[src/rtl/fb_pkg.sv]
// rtl/fb_pkg.sv - shared constants and types for the framebuffer scan arbiter
//
// Purpose : frame geometry constants and the read-owner tag type.
// Ports   : none (package).

package fb_pkg;

  localparam int FB_H         = 640;
  localparam int FB_V         = 480;
  localparam int PIX_PER_WORD = 8;
  localparam int FB_WORDS     = FB_H * FB_V / PIX_PER_WORD;

  // Who issued the RAM read whose data arrives next cycle.
  typedef enum logic [1:0] {
    OWN_NONE = 2'd0,
    OWN_DISP = 2'd1,
    OWN_CPU  = 2'd2
  } owner_e;

endpackage

[src/rtl/fb_pixel_shifter.sv]
// rtl/fb_pixel_shifter.sv - two-word display buffer and 1-bit pixel serialiser
//
// Purpose : holds the current display word (sh) and the prefetched next word
//           (pf), shifts one pixel out per pix_en, flags underrun.
// Ports   : clk_25m, rst_n      clock, async active-low reset
//           clear              frame restart; empties both words, clears underrun
//           load, load_data    write a fetched word into pf
//           pix_en             consume one pixel this cycle
//           pf_valid           pf holds a word (fetch is not wanted)
//           pix_out            registered pixel, valid the cycle after pix_en
//           underrun           sticky; pixel needed while sh was empty

module fb_pixel_shifter
  import fb_pkg::*;
#(
  parameter int DATA_W = PIX_PER_WORD
) (
  input  logic              clk_25m,
  input  logic              rst_n,
  input  logic              clear,
  input  logic              load,
  input  logic [DATA_W-1:0] load_data,
  input  logic              pix_en,
  output logic              pf_valid,
  output logic              pix_out,
  output logic              underrun
);

  localparam int CNT_W = $clog2(DATA_W);
  localparam logic [CNT_W-1:0] CNT_LAST = CNT_W'(DATA_W - 1);

  logic [DATA_W-1:0] sh, sh_nxt;
  logic [DATA_W-1:0] pf, pf_nxt;
  logic              sh_valid, sh_valid_nxt;
  logic              pf_valid_nxt;
  logic [CNT_W-1:0]  cnt, cnt_nxt;
  logic              pix_nxt, underrun_nxt;

  always_comb begin
    sh_nxt       = sh;
    sh_valid_nxt = sh_valid;
    pf_nxt       = pf;
    pf_valid_nxt = pf_valid;
    cnt_nxt      = cnt;
    pix_nxt      = 1'b0;
    underrun_nxt = underrun;

    if (pix_en && sh_valid) begin
      pix_nxt = sh[DATA_W-1];
      sh_nxt  = {sh[DATA_W-2:0], 1'b0};
      cnt_nxt = cnt + 1'b1;
      if (cnt == CNT_LAST) begin
        // Last pixel of the word: hand over pf in the same cycle so the
        // pixel stream has no bubble at word boundaries.
        sh_valid_nxt = pf_valid;
        if (pf_valid) begin
          sh_nxt       = pf;
          pf_valid_nxt = 1'b0;
        end
      end
    end else begin
      if (pix_en) begin
        underrun_nxt = 1'b1;
      end
      if (!sh_valid && pf_valid) begin
        sh_nxt       = pf;
        sh_valid_nxt = 1'b1;
        pf_valid_nxt = 1'b0;
      end
    end

    // pf is only ever loaded while empty, so this never overwrites a word.
    if (load) begin
      pf_nxt       = load_data;
      pf_valid_nxt = 1'b1;
    end

    // Frame restart wins over everything, including a coincident pix_en.
    if (clear) begin
      sh_valid_nxt = 1'b0;
      pf_valid_nxt = 1'b0;
      cnt_nxt      = '0;
      pix_nxt      = 1'b0;
      underrun_nxt = 1'b0;
    end
  end

  always_ff @(posedge clk_25m or negedge rst_n) begin
    if (!rst_n) begin
      sh       <= '0;
      pf       <= '0;
      sh_valid <= 1'b0;
      pf_valid <= 1'b0;
      cnt      <= '0;
      pix_out  <= 1'b0;
      underrun <= 1'b0;
    end else begin
      sh       <= sh_nxt;
      pf       <= pf_nxt;
      sh_valid <= sh_valid_nxt;
      pf_valid <= pf_valid_nxt;
      cnt      <= cnt_nxt;
      pix_out  <= pix_nxt;
      underrun <= underrun_nxt;
    end
  end

endmodule

[src/rtl/fb_scan_arbiter.sv]
// rtl/fb_scan_arbiter.sv - shares one framebuffer RAM between VGA scan-out and a CPU
//
// Purpose : prefetches display words ahead of the pixel stream, serialises
//           them to pix_out, and gives every free RAM slot to the CPU.
// Ports   : clk_25m, rst_n                 clock, async active-low reset
//           frame_start, pix_en            from the VGA timing generator
//           pix_out, underrun              pixel stream and sticky underrun flag
//           cpu_req/we/addr/wdata          CPU request, held until cpu_ready
//           cpu_ready, cpu_rvalid, cpu_rdata  CPU accept and read return
//           ram_en/we/addr/wdata, ram_rdata   single-port sync-read RAM

module fb_scan_arbiter #(
  parameter int ADDR_W   = 16,
  parameter int DATA_W   = fb_pkg::PIX_PER_WORD,
  parameter int FB_WORDS = fb_pkg::FB_WORDS
) (
  input  logic              clk_25m,
  input  logic              rst_n,
  input  logic              frame_start,
  input  logic              pix_en,
  output logic              pix_out,
  output logic              underrun,
  input  logic              cpu_req,
  input  logic              cpu_we,
  input  logic [ADDR_W-1:0] cpu_addr,
  input  logic [DATA_W-1:0] cpu_wdata,
  output logic              cpu_ready,
  output logic              cpu_rvalid,
  output logic [DATA_W-1:0] cpu_rdata,
  output logic              ram_en,
  output logic              ram_we,
  output logic [ADDR_W-1:0] ram_addr,
  output logic [DATA_W-1:0] ram_wdata,
  input  logic [DATA_W-1:0] ram_rdata
);

  import fb_pkg::*;

  localparam logic [ADDR_W-1:0] FB_LIM = ADDR_W'(FB_WORDS);

  logic [ADDR_W-1:0] scan_addr;
  owner_e            rd_owner;
  logic              rd_oor;
  logic              pf_valid;
  logic              disp_want, disp_grant, cpu_grant, cpu_hit, disp_load;

  // Display fetch is wanted only when the prefetch slot is empty and no
  // display read is already in flight; frame_start blocks it so the first
  // fetch of a frame always uses the cleared scan address.
  assign disp_want  = !pf_valid && (rd_owner != OWN_DISP) &&
                      (scan_addr < FB_LIM) && !frame_start;
  assign disp_grant = rst_n && disp_want;
  assign cpu_grant  = rst_n && cpu_req && !disp_want;
  assign cpu_hit    = cpu_addr < FB_LIM;

  always_comb begin
    ram_en    = 1'b0;
    ram_we    = 1'b0;
    ram_addr  = '0;
    ram_wdata = '0;
    cpu_ready = 1'b0;
    if (disp_grant) begin
      ram_en   = 1'b1;
      ram_addr = scan_addr;
    end else if (cpu_grant) begin
      cpu_ready = 1'b1;
      // Out-of-range requests are acknowledged without touching the RAM.
      if (cpu_hit) begin
        ram_en    = 1'b1;
        ram_we    = cpu_we;
        ram_addr  = cpu_addr;
        ram_wdata = cpu_wdata;
      end
    end
  end

  always_ff @(posedge clk_25m or negedge rst_n) begin
    if (!rst_n) begin
      scan_addr <= '0;
      rd_owner  <= OWN_NONE;
      rd_oor    <= 1'b0;
    end else begin
      if (disp_grant) begin
        rd_owner <= OWN_DISP;
      end else if (cpu_grant && !cpu_we) begin
        rd_owner <= OWN_CPU;
      end else begin
        rd_owner <= OWN_NONE;
      end
      rd_oor <= cpu_grant && !cpu_we && !cpu_hit;

      // scan_addr stops at FB_LIM because no fetch is wanted there.
      if (frame_start) begin
        scan_addr <= '0;
      end else if (rd_owner == OWN_DISP) begin
        scan_addr <= scan_addr + 1'b1;
      end
    end
  end

  // A display word returning in a frame_start cycle belongs to the old frame.
  assign disp_load  = (rd_owner == OWN_DISP) && !frame_start;
  assign cpu_rvalid = (rd_owner == OWN_CPU);
  assign cpu_rdata  = (cpu_rvalid && !rd_oor) ? ram_rdata : '0;

  fb_pixel_shifter #(
    .DATA_W (DATA_W)
  ) u_shifter (
    .clk_25m   (clk_25m),
    .rst_n     (rst_n),
    .clear     (frame_start),
    .load      (disp_load),
    .load_data (ram_rdata),
    .pix_en    (pix_en),
    .pf_valid  (pf_valid),
    .pix_out   (pix_out),
    .underrun  (underrun)
  );

endmodule

[config.mk]
export PLATFORM = sky130hd
export DESIGN_NAME = fb_scan_arbiter
export DESIGN_NICKNAME = d
export VERILOG_FILES = /design/src/rtl/fb_pkg.sv /design/src/rtl/fb_pixel_shifter.sv /design/src/rtl/fb_scan_arbiter.sv
export SDC_FILE = /design/constraint.sdc
export NUM_CORES = 1
export LEC_CHECK = 0
export BUFFER_PORTS_ARGS = -buffer_cell sky130_fd_sc_hd__buf_2
export CAP_MARGIN = 25
export CORE_ASPECT_RATIO = 1.5
export CORE_UTILIZATION = 54
export CTS_CLUSTER_SIZE = 24
export DETAILED_ROUTE_END_ITERATION = 12
export PLACE_DENSITY = 0.85
export RECOVER_POWER = 50
export SETUP_SLACK_MARGIN = 0.05
export SKIP_LAST_GASP = 1
export SYNTH_ARGS = -nofsm -noshare
export SYNTH_HDL_FRONTEND = slang
export SYNTH_SLANG_ARGS = --single-unit
[constraint.sdc]
create_clock -name clk_25m -period 2.95 [get_ports clk_25m]
set_input_delay 0.4425 -clock clk_25m [delete_from_list [all_inputs] [get_ports clk_25m]]
set_output_delay 0.4425 -clock clk_25m [all_outputs]
set_load 0.01 [all_outputs]
==> reports/qor.csv, run 1 <==
stage,metric,value,unit
outcome,outcome,"finished, violations left",
outcome,violations,"capacitance limit, slew limit",
synthesis,async_flop_share,100,%
floorplan,placementRows,28,
cts,cts_tree,done,
place,portBuffers,75,
layout,area_delta_synth_final,22.6,%
synthesis,synth_top_area_share,46.9,%
layout,nNetsFinal,342,
floorplan,die_area,4410,µm²
timing,maxSlewViolCount,43,
route,drc,0,
synthesis,seq_area_frac_synth,46.9,%
synthesis,yosys-top-cells-area,"dfrtp_1 (47%), a22o_1 (5.5%), and2_1 (5.0%)",
cts,h-tree-depth,2,
cts,clock_sinks,42,
synthesis,ys.flop_type,dfrtp_1,
critical_path,cp.required,2.51,ns
global_routing,grt_usage,23.9,%
cts,cts_resized,0,
timing,fmax,393,MHz
timing,setup_viol,0,
route,met3_length,254,µm
timing,tns,0,ns
critical_path,path_max_fanout,18,
synthesis,ys_seq_elements,42,
global_routing,grt_start_max_net_pins,43,
route,first_iter_violations,38,
place,gp_congestion,0.860,
timing,fin_ws,0.408,ns
floorplan,initial_core_util,56.6,%
global_routing,grt-ovfl-total,0,
place,dp_hpwl,3.60,mm
synthesis,syn_nets,267,
timing,relSlewSlack,-45.3,%
critical_path,critPathLaunchType,flip-flop,
cts,path_clk_slew,0.08,ns
timing,fin_skew,0.00828,ns
global_routing,grt_pass1_vias,1758,
layout,post-route-util,69.3,%
floorplan,coreArea,3960,µm²
floorplan,io_pins,76,
cts,ctsHoldBuffers,0,
global_routing,grt_pass1_wl,7.73,mm
route,drt-met1-wl,2.10,mm
global_routing,grt_antenna_before_repair,0,
cts,cts_buffers,5,
route,top_layer_used,met4,
job,drv_cap,1,
power,p_per_area,493,nW/µm²
power,peakVddDrop,0.466,mV
timing,grt_setup_unrepaired,no,
route,wire_per_inst,13.9,µm
place,dpl_worst_slack,0.691,ns
route,dr.pass1.iters,4,
floorplan,die_h,80.9,µm
synthesis,synth_edf_count,0,
layout,diodes,0,
timing,max_slew.worst_pin.slew,2.18,ns
route,drt-total-wl,4.79,mm
floorplan,die_w,54.6,µm
synthesis,synth.most_common_cell,dfrtp_1,
critical_path,cp.arrival,2.10,ns
route,routed-wl-met2,2.38,mm
route,vias_per_cell,5.55,
synthesis,synth_cell_types,39,
place,numPlacedInstances,339,
layout,drive_gt1_share,31.6,%
hold_path,min_path_type,input port to flip-flop,
timing,fin_crit,2.54,ns
synthesis,synth_top_area_cell,dfrtp_1,
cts,cts_setup_buffers,0,
synthesis,ys_top_cells_by_count,"dfrtp_1 (42), nor2_1 (23), nand2_1 (20)",
timing,period_share,86.2,%
critical_path,endpoint_kind,output pin,
cts,clk_latency,0.29,ns
synthesis,synth_warnings,0,
cts,cts_max_path_buffers,2,
synthesis,syn_area_per_cell,9.91,µm²
timing,report.final.hold_viol_count,0,
cts,clock-root-buffer,clkbuf_8,
critical_path,crit_type,flip-flop to output pin,
route,dr_total_vias,1919,
synthesis,netlist_area,2240,µm²
layout,stdcell_count,346,
power,p_leak,0.00139,µW
route,final_antenna_net_count,0,
synthesis,syn_inst,226,
==> cells in the final DEF (no fill, tap or decap), types with 5 or more instances in the layout <==
| master | Yosys | final |
|---|---|---|
| nor2_1 | 23 | 23 |
| nor3_1 | 6 | 5 |
| mux2i_1 | 7 | 7 |
| clkbuf_8 | 0 | 6 |
| nand3_1 | 7 | 7 |
| mux2_2 | 8 | 8 |
| o21ai_0 | 9 | 9 |
| clkbuf_1 | 4 | 5 |
| and2_1 | 18 | 18 |
| dfrtp_1 | 42 | 42 |
| inv_1 | 7 | 7 |
| a22o_1 | 14 | 14 |
| a21oi_1 | 9 | 9 |
| xnor2_1 | 11 | 11 |
| nand2_1 | 20 | 20 |
| buf_2 | 4 | 71 |
==> per-stage QoR <==
stage	hold slack [ns]	power, µW	cell area [µm²]
global route	0.325	1420	2750
floorplan	0.147	820	2240
detailed placement	0.473	907	2640
global placement	0.461	896	2640
finish	0.327	1350	2750
CTS	0.287	1370	2750
==> state kept, by name, summed over array words and instances, names as in the netlist <==
register            cells
scan_addr              16
u_shifter.pf            8
u_shifter.sh            8
u_shifter.cnt           3
rd_owner                2
rd_oor                  1
u_shifter.pf_valid      1
u_shifter.pix_out       1
u_shifter.sh_valid      1
u_shifter.underrun      1
==> critical path: stages, from the launching register on <==
cell      delay (ns)
dfrtp_1         0.43
o21ai_0         0.22
o2111a_1        0.27
and2_1          0.53
a22o_1          0.24
buf_2           0.12
==> metal layers <==
| layer | vias up | global-route usage [%] |
|---|---|---|
| li1 | 932 | - |
| met1 | 909 | 30.2 |
| met2 | 72 | 40.0 |
| met3 | 6 | 4.31 |
| met5 | - | 0 |
| met4 | 0 | 7.69 |
==> cells by family after synthesis <==
group | after synthesis | share of synthesized area (%)
and+or+nand+nor | 93 | 21.8
adders and majority gates | 3 | 1.68
muxes | 15 | 7.15
DFF | 42 | 46.9
AOI/OAI and AO/OA | 41 | 12.9
buffers and inverters | 18 | 4.08
xor gates and xnor gates | 14 | 5.47
==> path summary, 6_finish.rpt <==
| kind | slack [ns] | startpoint | end | cells past startpoint |
|---|---|---|---|---|
| max | 0.41 | scan_addr[14] | ram_addr[13] | 5 |
| min | 0.33 | cpu_we | rd_owner[1] | 2 |
| max reg2reg | 1.06 | rd_owner[1] | scan_addr[15] | 4 |
| min reg2reg | 0.49 | u_shifter.sh[7] | u_shifter.sh[7] | 2 |
| max in group asynchronous | 0.70 | rst_n | u_shifter.pf_valid | 2 |
| min in group asynchronous | 1.01 | rst_n | u_shifter.pix_out | 2 |
==> where the power goes <==
group	total (µW)	internal, µW	switching, µW
Clock	463	271	192
Sequential	693	652	40.9
Combinational	197	97.1	99.9
==> final cells by class <==
class | count | area, µm²
clock buffers | 6 | 82.6
clock inverters | 1 | 30.0
fillers | 340 | 1210
inverters | 7 | 26.3
multi-input cells | 166 | 1100
flip-flops and latches | 42 | 1050
well taps | 45 | 56.3
repair buffers | 79 | 397
Power figures use the tool's default switching activity.
==> run 2: changes to the inputs <==
Settings changed: CORE_UTILIZATION 54 to 25, PLACE_DENSITY 0.85 to default.
Clock period 2.95 ns to 2.7 ns, I/O delays scaled along.
==> reports/qor.csv, run 2 (synthesis gave the netlist of run 1 again) <==
stage,metric,value,unit,change
cts,cts_buffers,5,,unchanged
global_routing,grt_antenna_before_repair,0,,unchanged
timing,maxSlewViolCount,0,,was 43
global_routing,grt_usage,12.2,%,was 23.9%
timing,fin_crit,2.48,ns,
timing,max_slew.worst_pin.slew,1.05,ns,was 2.18 ns
route,first_iter_violations,45,,was 38
timing,fin_skew,0.00466,ns,was 0.00828 ns
layout,largest_reg_flops,16,,unchanged
global_routing,grt-ovfl-total,0,,unchanged
critical_path,path_max_fanout,12,,was 18
layout,stdcell_count,412,,was 346
floorplan,die_h,118,µm,was 80.9 µm
timing,period_share,92.0,%,
floorplan,coreArea,8570,µm²,was 3960 µm²
cts,cts_max_path_buffers,2,,unchanged
floorplan,die_area,9350,µm²,was 4410 µm²
timing,relSlewSlack,30.0,%,was -45.3%
place,gp_congestion,0.899,,was 0.860
cts,cts_resized,0,,unchanged
cts,ctsHoldBuffers,0,,unchanged
timing,fmax,402,MHz,
power,peakVddDrop,0.278,mV,was 0.466 mV
layout,drive_gt1_share,32.1,%,was 31.6%
cts,clk_latency,0.28,ns,was 0.29 ns
timing,setup_viol,0,,unchanged
route,drt-total-wl,5.42,mm,was 4.79 mm
layout,nNetsFinal,345,,was 342
layout,top_regs,"scan_addr x16, u_shifter.pf x8, u_shifter.sh x8",,unchanged
outcome,outcome,"finished, final reports clean",,"was finished, violations left"
cts,cts_setup_buffers,0,,unchanged
layout,area_delta_synth_final,29.3,%,was 22.6%
timing,report.final.hold_viol_count,0,,unchanged
route,wire_per_inst,13.2,µm,was 13.9 µm
route,drc,0,,unchanged
route,vias_per_cell,4.57,,was 5.55
power,p_per_area,567,nW/µm²,was 493 nW/µm²
timing,grt_setup_unrepaired,no,,unchanged
place,numPlacedInstances,404,,was 339
cts,clock_sinks,42,,unchanged
route,final_antenna_net_count,0,,unchanged
job,drv_cap,0,,was 1
floorplan,io_pins,76,,unchanged
layout,diodes,0,,unchanged
critical_path,critPathLaunchType,flip-flop,,unchanged
global_routing,grt_pass1_vias,1815,,was 1758
cts,clock-root-buffer,clkbuf_16,,was clkbuf_8
hold_path,min_path_type,input port to flip-flop,,unchanged
power,p_leak,0.00142,µW,was 0.00139 µW
floorplan,die_w,79.3,µm,was 54.6 µm
cts,h-tree-depth,2,,unchanged
route,dr.pass1.iters,4,,unchanged
timing,whs,0.325,ns,was 0.327 ns
layout,final_common_cell,buf_2,,unchanged
layout,post-route-util,33.8,%,was 69.3%
global_routing,grt_start_max_net_pins,43,,unchanged
place,portBuffers,75,,unchanged
timing,tns,0,ns,unchanged
place,dp_hpwl,4.22,mm,was 3.60 mm
floorplan,initial_core_util,26.1,%,was 56.6%
floorplan,placementRows,41,,was 28
critical_path,cp.arrival,2.08,ns,was 2.10 ns
layout,final_cell_mix,"buf_2 (71), dfrtp_1 (42), nor2_1 (23)",,unchanged
timing,fin_ws,0.215,ns,was 0.408 ns
cts,cts_tree,done,,unchanged
critical_path,endpoint_kind,output pin,,unchanged
layout,regMostFlops,scan_addr,,unchanged
critical_path,crit_type,flip-flop to output pin,,unchanged
place,dpl_worst_slack,0.450,ns,was 0.691 ns
route,dr_total_vias,1883,,was 1919
critical_path,cp.required,2.30,ns,was 2.51 ns
cts,path_clk_slew,0.06,ns,was 0.08 ns
global_routing,grt_pass1_wl,8.89,mm,was 7.73 mm
-- run 2: cell types whose count changed in the layout (fill, tap and decap cells not counted), sizes merged --
cell	before	now
buf	74	77
clkbuf	11	12
-- run 2: worst paths after layout --
check                                     start  slack (ns)  depth (start not counted)          endpoint
worst max-delay path               scan_addr[9]        0.22                          6       ram_addr[8]
worst min-delay path                     cpu_we        0.33                          2       rd_owner[1]
worst max register to register     scan_addr[5]        0.91                          4     scan_addr[15]
worst min register to register  u_shifter.sh[3]        0.48                          2   u_shifter.sh[3]
max in group asynchronous                 rst_n        1.46                          2   u_shifter.pf[2]
min in group asynchronous                 rst_n        0.60                          2  u_shifter.cnt[2]
-- run 2: layout make-up --
class	count	area [µm²]
Clock inverter	1	30.0
Multi-Input combinational cell	166	1100
Tap cell	107	134
Clock buffer	7	133
Timing Repair Buffer	82	420
Inverter	7	26.3
Fill cell	880	5670
Sequential cell	42	1050
-- run 2: report_power, final --
part / switching [µW] / internal (µW)
Sequential: 44.1 / 714
Combinational: 112 / 108
Clock: 228 / 437
-- run 2: worst max-delay path, stage by stage, from the launching register on --
cell	delay [ns]
dfrtp_1	0.45
a21oi_1	0.19
o2111a_1	0.26
and2_1	0.39
buf_4	0.24
a22o_1	0.15
buf_2	0.12
-- run 2: routing by layer --
| layer | vias to the layer above | GRT usage (%) | wire length [µm] |
|---|---|---|---|
| met4 | 0 | 3.75 | 35 |
| met2 | 57 | 20.9 | 2840 |
| li1 | 941 | - | - |
| met5 | - | 0 | 0 |
| met3 | 4 | 2.33 | 216 |
| met1 | 881 | 15.2 | 2330 |
-- run 2: per-stage QoR --
stage               cell area [µm²]  total power [µW]
global route                   2900              1740
finish                         2900              1640
floorplan                      2240               896
global placement               2740               990
CTS                            2900              1670
detailed placement             2740               997
